===== config.mk =====
export PLATFORM = sky130hd
export DESIGN_NAME = cipher_cfg_loader
export DESIGN_NICKNAME = d
export VERILOG_FILES = /design/src/rtl/cipher_cfg_loader.sv
export SDC_FILE = /design/constraint.sdc
export NUM_CORES = 1
export LEC_CHECK = 0
export CORE_MARGIN = 10
export CORE_UTILIZATION = 45
export DETAILED_ROUTE_END_ITERATION = 10
export PLACE_DENSITY = 0.74
export SYNTH_ARGS = -nofsm -noshare
export SYNTH_HDL_FRONTEND = slang
export SYNTH_SLANG_ARGS = --single-unit

===== constraint.sdc =====
create_clock -name clk -period 2.4 [get_ports clk]
set_input_delay 0.36 -clock clk [delete_from_list [all_inputs] [get_ports clk]]
set_output_delay 0.36 -clock clk [all_outputs]
set_load 0.01 [all_outputs]

===== src/rtl/cipher_cfg_loader.sv =====
`default_nettype none
// ============================================================================
// cipher_cfg_loader: streams a parallel config word LSB-first into the cipher
// cfg scan chain while capturing the outgoing chain contents for readback.
// Revision: 1.0
// ============================================================================
module cipher_cfg_loader #(
  parameter int CFG_W = 67,
  parameter int CNT_W = 7
) (
  input  logic             clk,
  input  logic             rst,
  input  logic             req_valid,
  output logic             req_ready,
  input  logic [CFG_W-1:0] wr_data,
  output logic [CFG_W-1:0] rd_data,
  output logic             rd_valid,
  output logic             busy,
  output logic             cfg_en,
  output logic             cfg_i,
  input  logic             cfg_o
);

  typedef enum logic [1:0] {
    IDLE  = 2'd0,
    SHIFT = 2'd1,
    DONE  = 2'd2
  } state_t;

  localparam logic [CNT_W-1:0] LAST_CNT = CNT_W'(CFG_W - 1);

  state_t           state;
  state_t           state_nxt;
  logic [CFG_W-1:0] tx_sr;
  logic [CFG_W-1:0] rx_sr;
  logic [CNT_W-1:0] cnt;
  logic             last_shift;

  always_comb begin
    state_nxt  = state;
    req_ready  = 1'b0;
    rd_valid   = 1'b0;
    busy       = 1'b0;
    last_shift = 1'b0;
    case (state)
      IDLE: begin
        req_ready = 1'b1;
        if (req_valid) state_nxt = SHIFT;
      end
      SHIFT: begin
        busy = 1'b1;
        if (cnt == LAST_CNT) begin
          last_shift = 1'b1;
          state_nxt  = DONE;
        end
      end
      DONE: begin
        busy      = 1'b1;
        rd_valid  = 1'b1;
        state_nxt = IDLE;
      end
      default: state_nxt = IDLE;
    endcase
  end

  // cfg_en is its own flop so the cipher sees a clean enable; cfg_i is gated by it.
  always_ff @(posedge clk or negedge rst) begin
    if (!rst) begin
      state   <= IDLE;
      tx_sr   <= '0;
      rx_sr   <= '0;
      cnt     <= '0;
      rd_data <= '0;
      cfg_en  <= 1'b0;
    end else begin
      state  <= state_nxt;
      cfg_en <= (state_nxt == SHIFT);
      case (state)
        IDLE: begin
          if (req_valid) begin
            tx_sr <= wr_data;
            cnt   <= '0;
          end
        end
        SHIFT: begin
          tx_sr <= {1'b0, tx_sr[CFG_W-1:1]};
          rx_sr <= {cfg_o, rx_sr[CFG_W-1:1]};
          cnt   <= cnt + CNT_W'(1);
          // Final chain bit arrives on this edge, so capture it directly.
          if (last_shift) rd_data <= {cfg_o, rx_sr[CFG_W-1:1]};
        end
        default: ;
      endcase
    end
  end

  assign cfg_i = cfg_en & tx_sr[0];

endmodule
`default_nettype wire


== Word level (Yosys, flattened, before mapping) ==
Cells that the tools add are included.
W data, S select, Z words.
Word-level totals
  register bits after elaboration: 211
  bits in latches: 0
  bits in writable memories: 0
  ROM bits: 0
  input bits: 71
  output and inout bits: 72
  logic and storage cells: 30
  memories: 0
Operators by class
  add/subtract/negate cells: 1
  multiply operators: 0
  divide/modulo/power cells: 0
  magnitude comparators: 0
  equal/unequal tests: 5
  shift-type cells: 0
  mux-type cells: 12
  bitwise operators: 1
  reduce and logical (&&, ||, !) cells: 5
Operators by type and width (count)
  $pmux W67 S2: 1
  $mux W67: 1
  $pmux W7 S2: 1
  $add A7 B1 Y7 const B: 1
  $eq A7 B7 Y1 const B: 1
  $mux W7: 1
  $mux W1: 5
  $eq A2 B1 Y1 const B: 2
  $mux W2: 2
  $pmux W2 S2: 1
  $reduce_and A2 Y1: 2
  $eq A2 B2 Y1 const B: 1
  $logic_not A2 Y1: 1
  $ne A2 B2 Y1 const B: 1
  $reduce_bool A2 Y1: 1
  $reduce_or A2 Y1: 1
  $and A1 B1 Y1: 1

== Depth between registers and ports, before layout ==
  depth after elaboration: 4
  mapped depth: 8
  depth with buffers taken out: 5

== Worst setup path after synthesis ==
No wires, ideal clock.
  path kind: reg-to-reg
  start: reg state[0]
  end: reg tx_sr[64]
  library setup time: 0.128 ns
  arrival time: 1.673 ns
  data required time: 2.272 ns
  slack: 0.599 ns
  stages on the path, launching flop included: 7
  path buffers: 2
  clock period less this slack: 1.801 ns
  path through: dfrtp_1 -> inv_1 -> ha_1 -> mux2i_2 -> buf_2 -> buf_2 -> o21ai_0
On the way
  cells in the longest elaborated chain, start to end: 3
  elaborated cells on any way between the ends: 6
  classes of those cells: 2 x eq/ne; 1 x mux; 3 x reduce/logical
Ends and longest elaborated chain
  start, declared: RTL line 32  | state_t state;
  start signal, assigned: RTL line 76  | state <= state_nxt;
  $eq A2 B1 Y1 / $logic_not A2 Y1 (equally long branches): RTL line 78  | case (state)
  $reduce_bool A2 Y1 (no source line) / $ne A2 B2 Y1 (equally long branches)
  $reduce_and A2 Y1 (no source line)
  end signal, assigned: RTL line 81  | tx_sr <= wr_data;
  end signal, assigned: RTL line 86  | tx_sr <= {1'b0, tx_sr[CFG_W-1:1]};
  end, declared: RTL line 34  | logic [CFG_W-1:0] tx_sr;
Parallel ways exist; a longest one is shown, timed or not.
A chain may end at the register's enable or synchronous reset.

== Final worst setup path ==
  start: reg state[1]
  end: out busy
On the way
  cells in the longest elaborated chain, start to end: 3
  elaborated cells on any way between the ends: 4
  classes of those cells: 2 x eq/ne; 1 x mux; 1 x reduce/logical
Ends and longest elaborated chain
  $eq A2 B1 Y1 / $eq A2 B2 Y1 (equally long branches): RTL line 45  | case (state)
  $reduce_or A2 Y1 (no source line) (*)
  $mux W1 (*): RTL line 45
  end, declared: RTL line 18  | output logic busy,
Every way passes the cells marked *; elsewhere a longest branch is shown, timed or not.

==> qor.txt <==
outcome: finished, final reports clean
min Tclk post-route: 2.27 ns
final clock skew: 0.0202 ns
Critical Path End Type: output pin
Synth Warn #: 0
Placer Congestion: 0.777
Worst-path clk slew: 0.06 ns
Post-Synth XOR/XNOR Area: 0%
die area: 25,100 µm²
Yosys reg bits: 210
Slew @ Worst Pin: 0.507 ns
Top Ports: 143
Most used DFF post-synth: dfrtp_1
Worst-Skew Late Latency: 0.50 ns
largest net degree at the start of global routing: 96
worst hold slack: 0.406 ns
Avg Inst Size Synth: 13.6 µm²
fin. max-slew vios: 0
Overall Power: 11.5 mW
CTS max path bufs: 3
Synth area leaders: dfrtp_1 61%, mux2_2 15%, mux2i_1 7.7%
Vias/cell: 5.21
total core area: 18,800 µm²
most frequent cell after synthesis: dfrtp_1
CTS tree: built
RSZ-0062 raised after global routing: no
CP required: 2.04 ns
Total Wirelength: 18,100 µm
Starting Density: 45.9%
Die X: 158 µm
R2R cell count: 5
Crit Path Max Fanout: 6
Yosys cell types: 28
simple logic cell fraction of the synthesized area: 4.67%
Antenna diodes: 0
share of cells above drive strength 1: 23.7%
Leak: 5.29 nW
Worst VDD drop: 0.686 mV
first-pass GRT wire length: 29,900 µm
Slew headroom: 66.2%
MaxCap Viol Count: 0
placed insts: 983
Mapped Cells: 632
Num CTS Buffers: 22
die extent in y: 158 µm
Netlist Area Pre-Place: 8610 µm²
drt wl/cell: 17.7 µm
clk sink count: 210
total negative setup slack: 0 ns
crit path DAT: 1.91 ns
final hold vios: 0
1st-iter DRT viols: 200
power per cell area: 1040 nW/µm²
port bufs: 142
Rows: 50
HPWL after DPL: 12,400 µm
Util after Layout: 59.0%
Synth area leader: dfrtp_1
H-tree depth: 1
Synth top cells by count: 210 x dfrtp_1, 114 x mux2_2, 74 x nand2_1, 74 x o21ai_0, 66 x mux2i_1
largest family of logic cells by synthesized area: multiplexers
top-area cell type share of the netlist area: 61.0%
hold crit path type: in2async
Detailed Routing Iterations Pass 1: 4
DRT antenna net count: 0
final net count: 850
final period utilization: 94.7%
vias: 5,329
Worst Path Class, Setup: reg2out
Root Buffer: clkbuf_16
Non-Filler Instances: 1,023
Global Route Usage Sum: 14.5%
final setup vio count: 0
Post-synth EDFFs: 0
max frequency: 440 MHz
number of global-route vias before repair: 5,782
mux cell area share after synthesis: 26.1%
Synth Area in Compound Gates: 5.04%
Post-Synthesis Net Count: 708
Critical Path Start Type: flip-flop
DRC Markers: 0
Post-CTS Setup Bufs: 0
fraction of registers with async set or reset after synthesis: 100%
Post-Synth Adder-Cell Area: 0.727%
sequential share of the synthesized area: 61.0%
initial antenna violation count: 0
grt total ovfl: 0
synth-to-layout area growth: 28.7%
[stage by stage]
stage,worst slack (ns),instance area [µm²]
floorplan,0.599,8610
global placement,0.460,10300
detailed placement,0.278,10300
CTS,0.0357,11100
global route,0.0697,11100
finish,0.127,11100
[cell families after synthesis]
family	count (synthesis)
flip-flops	210
adder cells (fa/ha/maj)	5
buffers and inverters	41
AO/OA/AOI/OAI	84
multiplexers	200
AND/OR/NAND/NOR	92
[placed cells by master (no fill, tap or decap)]
cell,synthesis,layout
clkbuf_1,7,4
a22o_1,1,1
inv_1,3,3
nor2b_1,2,2
mux2i_1,66,66
a21oi_1,5,5
clkinv_2,0,4
a21o_1,1,1
or3_1,2,2
nand2b_1,1,1
or4_1,3,3
clkdlybuf4s50_1,0,141
o31ai_1,2,2
clkinvlp_4,0,1
and4bb_2,1,1
a211oi_1,1,1
nor4b_1,1,1
bufinv_16,0,1
mux2_4,19,19
nor2_1,2,2
and2_1,1,1
nand3b_1,2,2
nand3_4,0,1
clkbuf_8,0,7
mux2i_4,0,1
mux2_2,114,114
o21ai_0,74,74
ha_4,0,2
dfrtp_1,210,210
nand3_1,2,2
nand2_1,74,74
dlygate4sd3_1,0,1
ha_1,5,3
buf_12,0,6
buf_4,0,7
clkbuf_16,0,23
[final timing paths]
path | endpoint | from | slack [ns]
min in group clk | tx_sr[35] | tx_sr[35] | 0.48
max in group asynchronous | rd_data[17] | rst | 1.25
max reg2reg | tx_sr[0] | state[1] | 0.30
min reg2reg | tx_sr[35] | tx_sr[35] | 0.48
min | tx_sr[17] | rst | 0.41
max | busy | state[1] | 0.13
[area by class of cell]
class,count,area (µm²)
Clock inverter,6,57.6
Multi-Input combinational cell,381,3180
Inverter,3,11.3
Tap cell,234,293
Sequential cell,210,5260
Timing Repair Buffer,156,1610
Fill cell,1480,7690
Clock buffer,33,673
[sequential cells by signal, summed over array words and instances, names as in the netlist]
signal,flops
cnt,7
rx_sr,66
rd_data,67
cfg_en,1
state,2
tx_sr,67
[repair_timing]
| item | in CTS | in global routing |
|---|---|---|
| cloned | 0 | 0 |
| setup endpoints to repair | 1 | 1 |
| resized for setup | 1 | 1 |
| hold endpoints to repair | 51 | 0 |
| hold buffers | 1 | 0 |
[worst max-delay path, stage by stage, from the launching register on]
cell	delay [ns]
dfrtp_1	0.45
inv_1	0.14
ha_4	0.30
clkdlybuf4s50_1	0.53
[routing by layer]
metal	vias to the layer above	global-route usage (%)	wire length, µm
met5	-	0	0
met2	104	24.6	9240
met4	0	4.46	508
met1	2695	17.9	7420
li1	2493	-	-
met3	37	3.51	941
[where the power goes]
part           internal, mW  switching, mW
clock                  2.04           1.34
sequential             4.42          0.524
combinational          1.56           1.63
total                  8.02           3.49
Power figures use the tool's default switching activity.
